`config.mk`:
```
export PLATFORM = sky130hd
export DESIGN_NAME = bsg_link_sdr_upstream_ctrl
export DESIGN_NICKNAME = d
export VERILOG_FILES = /design/src/rtl/bsg_link_pkg.sv /design/src/rtl/bsg_link_credit_counter.sv /design/src/rtl/bsg_link_sdr_upstream_ctrl.sv
export SDC_FILE = /design/constraint.sdc
export NUM_CORES = 1
export LEC_CHECK = 0
export ABC_CLOCK_PERIOD_IN_PS = 4000
export CORE_UTILIZATION = 41
export CTS_CLUSTER_DIAMETER = 40
export CTS_CLUSTER_SIZE = 10
export DETAILED_ROUTE_END_ITERATION = 10
export PLACE_DENSITY = 0.78
export SETUP_SLACK_MARGIN = 0.15
export SYNTH_ARGS = -nofsm -noshare
export SYNTH_HDL_FRONTEND = slang
export SYNTH_SLANG_ARGS = --single-unit
export TNS_END_PERCENT = 30
```
`constraint.sdc`:
```
create_clock -name clk_i -period 4 [get_ports clk_i]
set_input_delay 0.6 -clock clk_i [delete_from_list [all_inputs] [get_ports clk_i]]
set_output_delay 0.6 -clock clk_i [all_outputs]
set_load 0.02 [all_outputs]
```
`src/rtl/bsg_link_pkg.sv`:
```
// Shared definitions for the SDR link upstream controller and its credit counter.
package bsg_link_pkg;

    // Upstream controller state: held in S_RESET while reset_i is high,
    // S_ACTIVE once the first cycle with reset_i low has passed.
    typedef enum logic {
        S_RESET  = 1'b0,
        S_ACTIVE = 1'b1
    } link_state_e;

    // Credit counter width: must hold 0 .. 2^lg_fifo_depth inclusive.
    function automatic int credit_width(input int lg_fifo_depth);
        return lg_fifo_depth + 1;
    endfunction

endpackage

```
`src/rtl/bsg_link_credit_counter.sv`:
```
// Saturating credit counter: resets to the receiver FIFO depth, counts down by
// one per send and up by R per token edge, clamping at the maximum and pulsing
// overflow_o in the cycle an update would have exceeded it.
module bsg_link_credit_counter
    import bsg_link_pkg::*;
#(
    parameter int lg_fifo_depth_p                 = 3,
    parameter int lg_credit_to_token_decimation_p = 0,
    localparam int cw = credit_width(lg_fifo_depth_p)
) (
    input  logic          clk_i,
    input  logic          reset_i,
    input  logic          dec_i,
    input  logic          inc_i,
    output logic [cw-1:0] count_o,
    output logic          overflow_o
);

    // One extra bit so max + R can be represented before the clamp.
    typedef logic [cw:0] ext_t;

    localparam ext_t max_lp = ext_t'(2 ** lg_fifo_depth_p);
    localparam ext_t ret_lp = ext_t'(2 ** lg_credit_to_token_decimation_p);

    logic [cw-1:0] count_r;
    ext_t          sum;
    logic [cw-1:0] count_next;

    // Net update; a decrement only happens when count_r >= 1, so no underflow.
    always_comb begin
        sum        = {1'b0, count_r} - ext_t'(dec_i) + (inc_i ? ret_lp : '0);
        overflow_o = (sum > max_lp);
        count_next = overflow_o ? max_lp[cw-1:0] : sum[cw-1:0];
    end

    // Counter register; a fresh link holds the full receiver FIFO in credit.
    always_ff @(posedge clk_i) begin
        if (reset_i) begin
            count_r <= max_lp[cw-1:0];
        end else begin
            count_r <= count_next;
        end
    end

    assign count_o = count_r;

endmodule

```
`src/rtl/bsg_link_sdr_upstream_ctrl.sv`:
```
// Credit-based SDR link transmit controller. Accepts core words on a
// valid/ready port and drives registered link data/valid while credits for the
// receiver FIFO remain; credits come back as edges on the synchronized token line.
//
// Handshake: a word transfers in any cycle where v_i & ready_and_o. ready_and_o
// depends only on registered state and link_enable_i, never on v_i, and v_i
// may be raised or dropped freely by the core.
module bsg_link_sdr_upstream_ctrl
    import bsg_link_pkg::*;
#(
    // Link data width; instantiations are expected to set this explicitly.
    parameter int width_p                         = 16,
    parameter int lg_fifo_depth_p                 = 3,
    parameter int lg_credit_to_token_decimation_p = 0,
    localparam int cw = credit_width(lg_fifo_depth_p)
) (
    input  logic               clk_i,
    input  logic               reset_i,
    input  logic               link_enable_i,
    input  logic [width_p-1:0] data_i,
    input  logic               v_i,
    output logic               ready_and_o,
    output logic [width_p-1:0] link_data_o,
    output logic               link_v_o,
    input  logic               token_i,
    output logic [cw-1:0]      credit_o,
    output logic               error_o
);

    link_state_e        state;
    logic               token_r;
    logic               link_v_r;
    logic [width_p-1:0] link_data_r;
    logic               error_r;

    logic               send;
    logic               token_edge;
    logic               overflow;
    logic [cw-1:0]      credit;

    // Sending is allowed only when active, enabled and holding at least one credit.
    always_comb begin
        ready_and_o = (state == S_ACTIVE) & link_enable_i & (credit != '0);
        send        = v_i & ready_and_o;
        token_edge  = token_i ^ token_r;
    end

    bsg_link_credit_counter #(
        .lg_fifo_depth_p                 (lg_fifo_depth_p),
        .lg_credit_to_token_decimation_p (lg_credit_to_token_decimation_p)
    ) credit_counter (
        .clk_i      (clk_i),
        .reset_i    (reset_i),
        .dec_i      (send),
        .inc_i      (token_edge),
        .count_o    (credit),
        .overflow_o (overflow)
    );

    // FSM, token edge history, link output registers and sticky overflow flag.
    always_ff @(posedge clk_i) begin
        if (reset_i) begin
            state       <= S_RESET;
            token_r     <= 1'b0;
            link_v_r    <= 1'b0;
            link_data_r <= '0;
            error_r     <= 1'b0;
        end else begin
            case (state)
                S_RESET:  state <= S_ACTIVE;
                S_ACTIVE: state <= S_ACTIVE;
                default:  state <= S_RESET;
            endcase
            token_r  <= token_i;
            link_v_r <= send;
            // Hold the last word when idle so the pads do not toggle.
            if (send) begin
                link_data_r <= data_i;
            end
            if (overflow) begin
                error_r <= 1'b1;
            end
        end
    end

    assign link_v_o    = link_v_r;
    assign link_data_o = link_data_r;
    assign credit_o    = credit;
    assign error_o     = error_r;

endmodule
```
# --- After elaboration in Yosys (flattened, before gate mapping) ---
# Cells that the tools add are included.
totals:
  reg_bits: 24
  latchBits: 0
  ram_bits: 0
  rom_bits: 0
  inputBits: 21
  out_inout_bits: 23
  wordCells: 17
  mem_count: 0
classes:
  add_sub_neg: 2
  multipliers: 0
  div_mod_pow: 0
  magnitude_cmp: 1
  n_eq_ne: 0
  shift: 0
  n_mux: 2
  n_bitwise: 4
  n_reduce_logical: 2
op_table:
  columns: ["operator", "n"]
  rows:
  - ["$add A5 B5 Y5", 1]
  - ["$gt A5 B4 Y1 const B", 1]
  - ["$sub A4 B1 Y5", 1]
  - ["$reduce_bool A4 Y1", 1]
  - ["$and A1 B1 Y1", 3]
  - ["$mux W1", 2]
  - ["$reduce_or A2 Y1", 1]
  - ["$xor A1 B1 Y1", 1]

# --- Logic depth before layout (Yosys ltp) ---
# Gate-level depths: netlist (run 1).
logic_depth:
  ltp_word: 7
  mapped_depth: 14
  mapped_depth_nobuf: 13

# --- By module ---
# From an unflattened synthesis (run 1), not the netlist that was laid out.
hier_totals:
  hier_cells: 115
  area_unflattened_um2: 1086.0
modules_own_cells:
  columns: ["mod", "n_inst", "cells_per_inst", "area_each_um2", "seq_area_each_um2"]
  rows:
  - ["bsg_link_sdr_upstream_ctrl", 1, 83, 788.3, 400.4]
  - ["bsg_link_credit_counter", 1, 32, 297.8, 80.1]

# --- Least setup slack after synthesis (run 1) ---
# Ideal clock, no wire load.
synth_timing:
  path_type: "flip-flop to flip-flop"
  start: "register credit_counter.count_r[3], in the netlist credit_counter.count_o[3]"
  end: "register credit_counter.count_r[3], in the netlist credit_counter.count_o[3]"
  setup_time_ns: 0.127
  t_arrival_ns: 2.980
  required_ns: 3.873
  path_slack_ns: 0.893
  stages_incl_launch_ff: 15
  path_buffers: 1
  period_less_slack_ns: 3.107
  path_cell_list: "dfxtp_1 -> inv_1 -> ha_1 -> nor3b_2 -> nor2_4 -> buf_6 -> ha_1 -> inv_1 -> ha_1 -> inv_1 -> fa_1 -> nand2b_4 -> a21oi_4 -> xnor2_1 -> or3_1"
synth_via:
  elab_chain_len: 7
synth_lines:
  columns: ["item", "line_no", "text"]
  rows:
  - ["from (decl)", "bsg_link_credit_counter.sv:25", "logic [cw-1:0] count_r;"]
  - ["from (signal assigned)", "bsg_link_credit_counter.sv:39", "count_r <= max_lp[cw-1:0];"]
  - ["from (signal assigned)", "bsg_link_credit_counter.sv:41", "count_r <= count_next;"]
  - ["$reduce_bool A4 Y1 *", "bsg_link_sdr_upstream_ctrl.sv:43", "ready_and_o = (state == S_ACTIVE) & link_enable_i & (credit != '0);"]
  - ["$and A1 B1 Y1 *", "bsg_link_sdr_upstream_ctrl.sv:43", null]
  - ["$and A1 B1 Y1 *", "bsg_link_sdr_upstream_ctrl.sv:44", "send = v_i & ready_and_o;"]
  - ["net credit_counter.dec_i", "bsg_link_credit_counter.sv:13", "input logic dec_i,"]
  - ["$sub A4 B1 Y5 *", "bsg_link_credit_counter.sv:31", "sum = {1'b0, count_r} - ext_t'(dec_i) + (inc_i ? ret_lp : '0);"]
  - ["$add A5 B5 Y5 *", "bsg_link_credit_counter.sv:31", null]
  - ["$gt A5 B4 Y1", "bsg_link_credit_counter.sv:32", "overflow_o = (sum > max_lp);"]
  - ["$reduce_or A2 Y1 (no line)", null, null]
# The timed path passes the listed nets; every way through them passes the cells marked *.
# A chain may end at the register's enable or synchronous reset.

# --- Worst setup path in the final report (run 1) ---
layout_timing:
  start: "register credit_counter.count_r[3], in the netlist credit_counter.count_o[3]"
  end: "register credit_counter.count_r[3], in the netlist credit_counter.count_o[3]"
layout_via:
  elab_chain_len: 7
layout_lines:
  columns: ["item", "line_no"]
  rows:
  - ["$reduce_bool A4 Y1", "bsg_link_sdr_upstream_ctrl.sv:43"]
  - ["$and A1 B1 Y1", "bsg_link_sdr_upstream_ctrl.sv:43"]
  - ["$and A1 B1 Y1", "bsg_link_sdr_upstream_ctrl.sv:44"]
  - ["$sub A4 B1 Y5 *", "bsg_link_credit_counter.sv:31"]
  - ["$add A5 B5 Y5 *", "bsg_link_credit_counter.sv:31"]
  - ["$gt A5 B4 Y1", "bsg_link_credit_counter.sv:32"]
  - ["$reduce_or A2 Y1 (no line)", null]
# Mark *: on every way between the ends. The rest lies on a longest branch, timed or not.

==> summary.txt, run 1 <==
Logic synthesis
  • Fraction of registers with async set/reset: 0%
  • Post-synth cell types: 24
  • Avg Inst Size Synth: about 10 sq um
  • Post-Syn Area: around 1000 sq um
  • Count leader, synth: dfxtp_1
  • Synth top area share: 46.32%
  • Register bit total from synthesis: 24
  • Post-synthesis sequential area ratio: between 40% and 50%
  • Area leader, netlist: dfxtp_1
  • Syn Nets: between 100 and 150
  • Syn Inst Count: 100
  • Number of synthesized flops with an enable pin: 0
  • Synth top cells by count: 24 x dfxtp_1, 20 x nor2_1, 17 x mux2i_1, 8 x inv_1, 6 x ha_1
  • Synth top area cells: dfxtp_1 46%, mux2i_1 16%, ha_1 7.2%, nor2_1 7.2%, inv_1 2.9%
  • Ys Warns: 0
  • Top_reg_cell synth: dfxtp_1

Finish
  • Layout cells sized above 1: slightly above 6%
  • Antenna cells: 0
  • P&R area growth vs syn: 48.85%
  • Layout Nets: between 150 and 200

Placed design
  • Placer Congestion: between 0.8 and 0.9
  • Port bufs: 43
  • Post-DP HPWL: roughly 1600 um

CTS
  • CTS tree: yes
  • Clock Root Buffer: clkbuf_4
  • Max Root-Sink Buffers: 2
  • Post_cts resized: 0
  • H-Tree Depth: 1
  • Hold Buf Count CTS: 0
  • Post-CTS setup buffers: 0
  • Clock sink count: 24
  • CTS Buf Count: 3
  • Reg clk slew, reported paths: ~140 ps
  • Clk_lat worst skew: ~310 ps

STA
  • Crit path time final: between 2000 and 3000 ps
  • Total Neg Setup Slack: 0 ps
  • Max Clk Rate: ~350 MHz
  • Relative slew margins: 42.88%
  • Fin crit share: 71.73%
  • RSZ-0062 raised after global routing: no
  • Max Slew Vio Count: 0
  • Clock Skews: ~11 ps
  • Worst-Margin Slew: roughly 850 ps
  • # setup viols final: 0
  • Fin. Hold Viols: 0

Pwr
  • Worst vdd ir: around 250 uV
  • Final Power: 0.5426 mW
  • LEAKAGE: roughly 0.60 nW
  • PwrDens: 351.4 nW/um^2

Critical path
  • R2R cell count: 13
  • Crit path kind: register to register
  • Critical Path RT: between 4000 and 5000 ps
  • Crit. End Element: register
  • Worst setup SP type: register
  • CP max FO: 4
  • Critical Path AT: 3080 ps

Global routing
  • First-pass GRT wire length: between 3000 and 4000 um
  • GRT Overall Usage: about 17%
  • Initial antenna violation count: 0
  • Vias in the first global route: around 770
  • Pin count of the biggest net entering global routing: 25
  • Grt total ovfl: 0

Run status
  • Status: finished clean

Min path
  • Worst hold path cell count: 2
  • Worst hold path class: register to register

Floorplanning
  • Std cell rows: 17
  • Core area: 2297 sq um
  • DIE AREA: 2735 sq um
  • Die Ht: 52.30 um
  • Die W: ~52 um
  • Io pins: 44
  • Initial core utilization: between 40% and 50%

Route
  • Post-route DRC violation count: 0
  • DR vias/cell: 4.723
  • Final antenna-violating net count: 0
  • Total number of vias: roughly 800
  • Avg WL per Cell: 12.39 um
  • Pre-Repair DR Iteration Count: 3
  • Starting DRC count in detailed routing: 8
  • Final WL: between 2000 and 2500 um

Job
  • Number of max-cap violations: 0
-- critical path, stage by stage (launching register included) --
cell and delay [ps]:
dfxtp_1 370, inv_1 120, ha_1 150, nor3b_2 310, nor2_4 70, ha_1 290, inv_1 50, ha_1 150
inv_1 60, fa_1 400, nand2b_4 170, a21oi_4 150, xnor2_1 140, or3_1 360
-- sequential cells by signal, indices dropped and copies added (netlist names) --
signal and count:
credit_counter.count_o 4, error_o 1, link_data_o 16, link_v_o 1
state 1, token_r 1
-- cells by family after synthesis --
| kind of cell | Yosys count | share of synthesized area [%] |
|---|---|---|
| muxes | 17 | 16.40 |
| AOI/OAI and AO/OA | 5 | 4.223 |
| DFF | 24 | 46.32 |
| adders and majority gates | 7 | 9.168 |
| and+or+nand+nor | 32 | 15.80 |
| xor gates and xnor gates | 4 | 3.378 |
| buffers and inverters | 11 | 4.705 |
-- where the power goes --
group / switching, mW / leakage [nW] / internal [mW]
Combinational: 0.0530 / 0.377 / 0.0596
Sequential: 0.00741 / 0.196 / 0.251
Clock: 0.0704 / 0.0279 / 0.101
-- routing by layer --
metal  vias to the layer above  part of all wire [%]  track usage [%]  wire, um
met4                         0                  0.75            5.263        16
met2                        26                    47            28.06      1010
met5                         -                     0                0         0
met1                       368                    46            22.42       983
li1                        421                     -                -         -
met3                         2                   6.2            4.638       133
-- layout by cell type (no fill, tap or decap), drive strengths merged --
cell type       n
nand2b          1
a31oi           1
nor3            1
ha              6
inv             8
clkbuf          3
a21o            1
buf             1
clkdlybuf4s50  43
a22o            1
xnor2           2
nor2b           2
nor2           21
fa              1
mux2i          17
a21oi           2
nand2           1
nor3b           1
or3             1
nand3           1
nor4            3
dfxtp          24
bufinv          1
xor2            2
-- cell type report --
class / instances / area (sq um)
Tap cell: 28 / 35.03
Clock buffer: 3 / 22.52
Sequential cell: 24 / 480.5
Inverter: 8 / 30.03
Multi-Input combinational cell: 65 / 508.0
Fill cell: 193 / 753.2
Clock inverter: 1 / 30.03
Timing Repair Buffer: 44 / 437.9
-- stage by stage --
step | hold slack, ps | utilization, % | area [sq um] | instances | worst slack (ps)
6_report | 509.6 | 67.21 | 1544 | 173 | 1131
5_1_grt | 541.7 | 67.21 | 1544 | 173 | 876.9
4_1_cts | 516.4 | 67.21 | 1544 | 173 | 1113
3_5_place_dp | 483.1 | 64.92 | 1491 | 169 | 828.8
3_3_place_gp | 474.1 | 64.92 | 1491 | 169 | 935.1
2_1_floorplan | 524.5 | - | 1037 | 100 | 893.0
-- worst paths after layout --
| check | startpoint | to | slack, ps |
|---|---|---|---|
| min reg2reg | link_data_o[11]$_SDFFE_PP0P_ | link_data_o[11]$_SDFFE_PP0P_ | 510 |
| max reg2reg | credit_counter.count_o[3]$_SDFF_PP1_ | credit_counter.count_o[3]$_SDFF_PP1_ | 1130 |
| min | link_data_o[11]$_SDFFE_PP0P_ | link_data_o[11]$_SDFFE_PP0P_ | 510 |
| max | credit_counter.count_o[3]$_SDFF_PP1_ | credit_counter.count_o[3]$_SDFF_PP1_ | 1130 |
No activity file was read; power rests on OpenSTA's default activity.
==> run 2, diff against run 1 <==
--- a/config.mk
+++ b/config.mk
@@ -5,12 +5,12 @@
 export SDC_FILE = /design/constraint.sdc
 export NUM_CORES = 1
 export LEC_CHECK = 0
-export ABC_CLOCK_PERIOD_IN_PS = 4000
-export CORE_UTILIZATION = 41
+export ABC_CLOCK_PERIOD_IN_PS = 2500
+export CORE_UTILIZATION = 37
 export CTS_CLUSTER_DIAMETER = 40
 export CTS_CLUSTER_SIZE = 10
 export DETAILED_ROUTE_END_ITERATION = 10
-export PLACE_DENSITY = 0.78
+export PLACE_DENSITY = 0.74
 export SETUP_SLACK_MARGIN = 0.15
 export SYNTH_ARGS = -nofsm -noshare
 export SYNTH_HDL_FRONTEND = slang
==> constraint.sdc (replaced) <==
create_clock -name clk_i -period 2.5 [get_ports clk_i]
set_input_delay 0.375 -clock clk_i [delete_from_list [all_inputs] [get_ports clk_i]]
set_output_delay 0.375 -clock clk_i [all_outputs]
set_load 0.02 [all_outputs]
==> summary.txt, run 2 (synthesis results as in run 1) <==
Run status
  • Status: finished clean

Floorplanning
  • Core area: between 2000 and 3000 sq um
  • DIE AREA: just over 3000 sq um
  • Io pins: 44
  • Initial core utilization: 40.40%
  • Die W: between 50 and 60 um
  • Die Ht: about 55 um
  • Std cell rows: 18

Global routing
  • Grt total ovfl: 0
  • First-pass GRT wire length: about 3400 um
  • Initial antenna violation count: 0
  • Met3 usage: under 10%
  • M2 GR Usage: between 20% and 30%
  • Global routing usage on met1: 18.90%
  • Pin count of the biggest net entering global routing: 19
  • Most Crowded Layer GR: met2
  • Vias in the first global route: 825
  • GRT Overall Usage: 16.34%

STA
  • Max Slew Vio Count: 0
  • Fin. Hold Viols: 0
  • Max Clk Rate: between 400 and 500 MHz
  • # setup viols final: 0
  • Clock Skews: 2.378 ps
  • Relative slew margins: a little over 70%
  • Fin crit share: 99.46%
  • RSZ-0062 raised after global routing: yes
  • Final hold slack: just over 500 ps
  • Crit path time final: 2486 ps
  • Worst-Margin Slew: approximately 410 ps

CTS
  • Clock sink count: 24
  • CTS tree: yes
  • Reg clk slew, reported paths: 130 ps
  • H-Tree Depth: 1
  • Max Root-Sink Buffers: 2
  • Clock Root Buffer: clkbuf_4
  • Hold Buf Count CTS: 0
  • CTS Buf Count: 3
  • Clk_lat worst skew: around 310 ps

Finish
  • Fill count: 225
  • FF+latch area: 488.0 sq um
  • Antenna cells: 0
  • Most common cell after layout, fill and taps aside: clkdlybuf4s50_1
  • Layout Nets: between 150 and 200
  • P&R area growth vs syn: 61.76%
  • Layout cells sized above 1: around a fifth
  • Post-Route Utilization: between 60% and 70%
  • Commonest non-fill, non-tap cells in the layout: 43 x clkdlybuf4s50_1, 22 x dfxtp_1, 20 x nor2_1
  • Area occupied by multi-input gates: ~570 sq um
  • Max reg flops: 16

Placed design
  • Placer Congestion: approximately 0.87
  • Port bufs: 43
  • Post-DP HPWL: about 1800 um

Pwr
  • Clock share of power: ~25%
  • Worst vdd ir: about 310 uV
  • P_int: around 0.61 mW
  • Flop pwr share: 49.7%
  • Net Sw Power: ~0.22 mW
  • Net Sw Frac: 26.64%
  • Comb pwr share: 25.8%
  • LEAKAGE: 0.6470 nW
  • PwrDens: 493.7 nW/um^2

Min path
  • Worst hold path class: register to register
  • HP Start: link_data_o[13]$_SDFFE_PP0P_

Route
  • Post-route DRC violation count: 0
  • Final antenna-violating net count: 0
  • Starting DRC count in detailed routing: 9
  • Avg WL per Cell: approximately 13 um
  • Pre-Repair DR Iteration Count: 4
  • Total number of vias: about 870
  • DR vias/cell: about 4.7
  • Final WL: about 2300 um

Critical path
  • Critical Path AT: approximately 2700 ps
  • Worst setup path start: credit_counter.count_o[3]$_SDFF_PP1_
  • Worst setup SP type: register
  • CP max FO: 3
  • Crit. End Element: register
  • Critical Path RT: 2710 ps
  • Crit path kind: register to register
  • R2r startpoint: credit_counter.count_o[3]$_SDFF_PP1_

Job
  • Number of max-cap violations: 0
-- run 2: cell count changes in the layout (fill, tap and decap cells not counted), sizes merged --
cell / change
bufinv: -1
clkbuf: +1
buf: +10
-- run 2: per-layer routing --
layer  vias up  part of all wire (%)
met1       391                    43
li1        441                     -
met3         4                   6.8
met4         0                   2.0
met5         -                     0
met2        30                    48
-- run 2: worst paths after layout --
| path | end | slack (ps) | depth (start not counted) |
|---|---|---|---|
| setup / recovery | credit_counter.count_o[3]$_SDFF_PP1_ | 10 | 13 |
| hold / removal | link_data_o[13]$_SDFFE_PP0P_ | 510 | 2 |
| setup reg to reg | credit_counter.count_o[3]$_SDFF_PP1_ | 10 | 13 |
| hold reg to reg | link_data_o[13]$_SDFFE_PP0P_ | 510 | 2 |
-- run 2: worst max-delay path: stages, from the launching register on --
cell and delay [ps]:
dfxtp_4 380, inv_4 60, ha_4 110, nor3b_4 240, nor2_4 60, ha_4 210, inv_2 60, ha_4 130
inv_2 40, fa_2 340, nand2b_4 160, a21oi_4 150, xnor2_2 90, or3_1 360
-- run 2: final cells by class --
class                           instances  share of cell area [%]
Multi-Input combinational cell         65                   33.86
Clock buffer                            4                   2.163
Tap cell                               30                   2.237
Timing Repair Buffer                   54                   30.57
Inverter                                8                   2.088
Sequential cell                        24                   29.08
-- run 2: power groups by stage --
stage / Sequential (mW) / Combinational [mW] / Clock, mW
2_1_floorplan: 0.443 / 0.0879 / 0
3_3_place_gp: 0.420 / 0.204 / 0
3_5_place_dp: 0.420 / 0.210 / 0
4_1_cts: 0.412 / 0.216 / 0.208
5_1_grt: 0.415 / 0.232 / 0.228
6_report: 0.412 / 0.214 / 0.203
-- run 2: timing repair --
action                                  4_1_cts  5_1_grt
resized for setup                             2        0
pin swaps                                     3        0
buffers inserted                              1        0
endpoints found under the setup margin        5        5
-- run 2: per-stage QoR --
step           power [mW]  setup TNS [ps]  area [sq um]  instances  worst slack, ps
2_1_floorplan      0.5314          -938.7          1105        100           -338.7
5_1_grt            0.8748          -323.7          1678        185           -92.28
3_5_place_dp       0.6304           -1568          1625        180           -377.0
3_3_place_gp       0.6236           -1284          1625        180           -300.4
4_1_cts            0.8363               0          1678        185            11.02
6_report           0.8283               0          1678        185            13.60
==> RTL change 1: new RTL, config.mk and constraints of run 1 <==
`lg_fifo_depth_p` is set to 3 in 2 places; all go to 4.
--- a/src/rtl/bsg_link_credit_counter.sv
+++ b/src/rtl/bsg_link_credit_counter.sv
@@ -5,5 +5,5 @@
     import bsg_link_pkg::*;
 #(
-    parameter int lg_fifo_depth_p                 = 3,
+    parameter int lg_fifo_depth_p                 = 4,
     parameter int lg_credit_to_token_decimation_p = 0,
     localparam int cw = credit_width(lg_fifo_depth_p)
--- a/src/rtl/bsg_link_sdr_upstream_ctrl.sv
+++ b/src/rtl/bsg_link_sdr_upstream_ctrl.sv
@@ -11,5 +11,5 @@
     // Link data width; instantiations are expected to set this explicitly.
     parameter int width_p                         = 16,
-    parameter int lg_fifo_depth_p                 = 3,
+    parameter int lg_fifo_depth_p                 = 4,
     parameter int lg_credit_to_token_decimation_p = 0,
     localparam int cw = credit_width(lg_fifo_depth_p)
Ports: changed (resized credit_o); port bits go from 44 to 45. The function was not compared with the original's and may differ.
==> RTL change 1 against run 1 <==
Critical endpoint is now credit_counter.count_o[2]. Count of clock-buffer cells in the layout is the same. Sequential cell count grew 1. Register-to-register slack lost 190 ps. Routed wire length grew 15%. Cell area grew 3.6%. Power grew 3.8%. Combinational power grew 59%. Synthesized area grew 6.6%. Setup slack lost 350 ps. Largest cell class unchanged. Critical path type is now input pin to flop.
==> RTL change 1: results (changes against run 1) <==
| Metric | Value |
|---|---|
| Comb_multi_in | 87 (+34%) |
| IO Port Bufs | 44 (+2.3%) |
| Placer Congestion | 0.881 (+8.2%) |
| Share of layout cells above drive strength 1 | 10.5% (+4.3 points) |
| R2R cell count | 15 (+2) |
| Status | completed |
| Setup bufs post-CTS | 0 (unchanged) |
| Syn Inst Count | 126 (+26%) |
| Row count | 18 (+1) |
| Syn nets | 155 (+21%) |
| Synth area leaders | dfxtp_1 45%, nand2_1 12%, a21oi_1 9.0%, ha_1 7.9%, inv_1 3.1% |
| Fillers | 214 (+11%) |
| Post-DP Area | 1570 sq um (+5.5%) |
| Slew @ Worst Pin | 757 ps (-96.7 ps) |
| HPWL Detailed | 1990 um (+23%) |
| Final Skew | 7.50 ps (-3.35 ps) |
| Wirelength per Cell | 12.2 um (-1.2%) |
| Worst hold start | link_data_o[9] |
| Slowest cell on the critical path | clkdlybuf4s50_1 |
| FF-to-FF setup slack | 940 ps (-190 ps) |
| Crit-path max FO | 18 (+14) |
| Final net count | 201 (+16%) |
| Pre-CTS setup slack | 442 ps (-387 ps) |
| RR Startpoint | credit_counter.count_o[2] |
| Inverter count | 10 (+2) |
| Hold Slack | 462 ps (-47.4 ps) |
| Synth cell types | 28 (+17%) |
| R2r endpoint | credit_counter.count_o[2] |
| Lkg Pwr | 0.601 nW (about the same) |
| Seq/total area | 31.3% (+0.16 points) |
| Largest net degree at the start of global routing | 22 (-12%) |
| Worst VDD drop | 0.326 mV (+29%) |
| Hold path endpoint | link_data_o[9] |
| First-pass GRT wire length | 3700 um (+7.4%) |
| Cell family with most CP delay | adder cells |
| Worst-path clk slew | ~130 ps |
| Vias in the first global route | 875 (+13%) |
| Sequential area share after synthesis | 45.2% (-1.1 points) |
| Gr usage total | 17.8% (+0.37 points) |
| Clock sink count | 25 (+4.2%) |
| Crit path DAT | 3470 ps (+390 ps) |
| Commonest cells post-synth | 34 x nand2_1, 25 x dfxtp_1, 20 x a21oi_1 |
| Multi-input gate area | 549 sq um (+8.1%) |
| TritonRoute pass-1 iters | 4 (+1) |
| DR vias/cell | 4.87 (+3.1%) |
| Non-clock buffers, area share | 28.0% (-0.37 points) |
| P per Cell Area | 352 nW/um^2 (+0.15%) |
| Total number of vias | 979 (+20%) |
| Max incr delay on CP | 460 ps (+60 ps) |
-- RTL change 1: changes by cell type after synthesis, sizes merged, moves of 2 or more --
cell,delta
a21oi,+19
inv,+2
mux2i,-16
nand2,+34
nor2,-16
nor4,-3
o21ai,+2
-- RTL change 1: kinds of logic after synthesis --
kind of cell / Yosys count / synth area share, %
muxes: 1 / 0.905
and+or+nand+nor: 47 / 19.5
buffers and inverters: 14 / 5.09
DFF: 25 / 45.2
xor gates and xnor gates: 4 / 3.17
AOI/OAI and AO/OA: 27 / 16.4
adders and majority gates: 8 / 9.73
-- RTL change 1: worst max path at each step --
stage	cells past startpoint	start	slack [ps]	endpoint
3_5_place_dp	15	link_enable_i	440	credit_counter.count_o[2]
2_1_floorplan	16	credit_counter.count_o[2]	740	credit_counter.count_o[3]
4_1_cts	15	link_enable_i	780	credit_counter.count_o[2]
6_report	15	link_enable_i	790	credit_counter.count_o[2]
3_3_place_gp	15	link_enable_i	580	credit_counter.count_o[3]
5_1_grt	15	link_enable_i	700	credit_counter.count_o[3]
-- RTL change 1: layer usage --
layer / GRT usage [%] / routed length, um
met5: 0 / 0
met4: 2.63 / 0
met3: 5.37 / 135
met2: 33.7 / 1320
met1: 19.3 / 1010
-- RTL change 1: worst register-to-register path: stages, from the launching register on --
cell     delay [ps]
dfxtp_1         380
inv_1            80
ha_1            210
a31oi_2         170
nand2_2         240
inv_2           130
ha_1            230
inv_1            60
ha_1            170
inv_1            70
fa_1            440
nor2b_2         170
o31ai_4          70
xnor2_1         150
a211o_4         350
nor2_2          100
-- RTL change 1: report_power, final --
group	switching [mW]	internal, mW	leakage, nW
combinational	0.0929	0.0866	0.379
sequential	0.0110	0.267	0.204
clock	0.0688	0.0373	0.0177
==> RTL change 2: new RTL, flow settings as in run 1 <==
Without the edit above. Put a register stage on the output `credit_o`, without a reset. The value now appears one clock later. The other outputs are not delayed to match.
--- a/src/rtl/bsg_link_sdr_upstream_ctrl.sv
+++ b/src/rtl/bsg_link_sdr_upstream_ctrl.sv
@@ -86,5 +86,7 @@
     assign link_v_o    = link_v_r;
     assign link_data_o = link_data_r;
-    assign credit_o    = credit;
+    always_ff @(posedge clk_i) begin
+        credit_o <= credit;
+    end
     assign error_o     = error_r;
 
Behaviour: not the same (a bounded check fails within 4 cycles, from zero or initial values and one cycle with reset_i high).
==> RTL change 2 against run 1 <==
Power increased by 11%. Routed wire length grew 11%. Setup slack lost 110 ps. Sequential cell count increased by 4. Cell area increased by 5.3%. Sequential power up 17%. Count of clock-buffer cells in the layout unchanged. Highest routed layer unchanged. Synthesized cell count is 4.0% higher. Via count rose by 8.6%. Synthesized area is 7.7% higher. Global-route usage is 0.76 points higher.
==> RTL change 2: results (changes against run 1) <==
| Metric | Value |
|---|---|
| Worst-path clk slew | 150 ps |
| Hold path endpoint | credit_o[2] |
| Worst hold start | credit_counter.count_o[2] |
| Global Route met1 Usage | 20.5% (-1.9 points) |
| Hold Slack | 383 ps (-127 ps) |
| Gr usage total | 18.1% (+0.76 points) |
| Post-synthesis mux area share | 15.2% (-1.2 points) |
| TritonRoute pass-1 iters | 4 (+1) |
| Synth area leaders | dfxtp_1 50%, mux2i_1 15%, ha_1 6.7%, nor2_1 6.7%, inv_1 2.7% |
| Post-DP Area | 1570 sq um (+5.5%) |
| Worst hold path depth | 0 (-2) |
| Clk pwr share | 30.9% (-0.7 points) |
| Total number of vias | 887 (+8.6%) |
| Placer Congestion | 0.910 (+12%) |
| Vias in the first global route | 857 (+11%) |
| Final Skew | 7.05 ps (-3.80 ps) |
| P per Cell Area | 370 nW/um^2 (+5.3%) |
| FF-to-FF setup slack | 1020 ps (-110 ps) |
| RR Startpoint | credit_counter.count_o[3] |
| Commonest cells post-synth | 28 x dfxtp_1, 20 x nor2_1, 17 x mux2i_1 |
| Synth Area in Adders | 8.51% (-0.66 points) |
| Pre-CTS setup slack | 790 ps (-38.6 ps) |
| # diodes | 0 (unchanged) |
| Fin. Hold Viols | 0 (unchanged) |
| Routed wire length | 2390 um (+11%) |
| Share of layout cells above drive strength 1 | 6.04% (-0.17 points) |
| Sequential area share after synthesis | 50.2% (+3.8 points) |
| Worst VDD drop | 0.303 mV (+19%) |
| R2r endpoint | credit_counter.count_o[3] |
| First-pass GRT wire length | 3730 um (+8.2%) |
| HPWL Detailed | 1810 um (+12%) |
| Final non-filler cell total | 179 (+3.5%) |
| Crit path DAT | 3220 ps (+140 ps) |
| Routing usage on met3 | 3.95% (-0.68 points) |
| Clk root buf | clkbuf_4 |
| Fillers | 214 (+11%) |
| Skew-Pair Late Insertion Delay | 330 ps (+20 ps) |
| Slew @ Worst Pin | 830 ps (-23.6 ps) |
| Final net count | 178 (+2.3%) |
| Synth Area in Compound Gates | 3.92% (-0.30 points) |
| Setup bufs post-CTS | 0 (unchanged) |
| Met2 usage | 31.7% (+3.6 points) |
| Lkg Pwr | 0.633 nW (+5.4%) |
| Sw Ratio | 24.6% (+0.48 points) |
| Status | completed |
| Cell family with most CP delay | adder cells |
| Final Power | 602 uW (+11%) |
| Syn_area_per_cell | 10.7 sq um (+3.6%) |
| 1st-iter DRT viols | 13 (+5) |
| Syn nets | 132 (+3.1%) |
| Comb pwr | 115 uW |
| XOR/XNOR share of the synthesized area | 3.14% (-0.24 points) |
| Largest net degree at the start of global routing | 25 (unchanged) |
[RTL change 2: final cells by class]
type / instances / area share (%)
Timing Repair Buffer: 44 / 26.9
Clock buffer: 3 / 1.38
Inverter: 8 / 1.85
Clock inverter: 1 / 1.85
Tap cell: 30 / 2.31
Multi-Input combinational cell: 65 / 31.2
Sequential cell: 28 / 34.5
[RTL change 2: metal layers]
metal	share of wire [%]	wire length [um]
met5	0	0
met3	5.7	135
met4	1.6	38
met2	51	1220
met1	42	993
[RTL change 2: worst max path at each step]
stage | slack, ps | cells past startpoint | to | start
after detailed placement | 790 | 12 | credit_counter.count_o[3] | link_enable_i
final | 1020 | 13 | credit_counter.count_o[3] | credit_counter.count_o[3]
after CTS | 1010 | 13 | credit_counter.count_o[3] | credit_counter.count_o[3]
after global routing | 820 | 13 | credit_counter.count_o[0] | credit_counter.count_o[3]
after global placement | 930 | 12 | credit_counter.count_o[3] | link_enable_i
after floorplan | 1080 | 14 | credit_counter.count_o[3] | credit_counter.count_o[3]
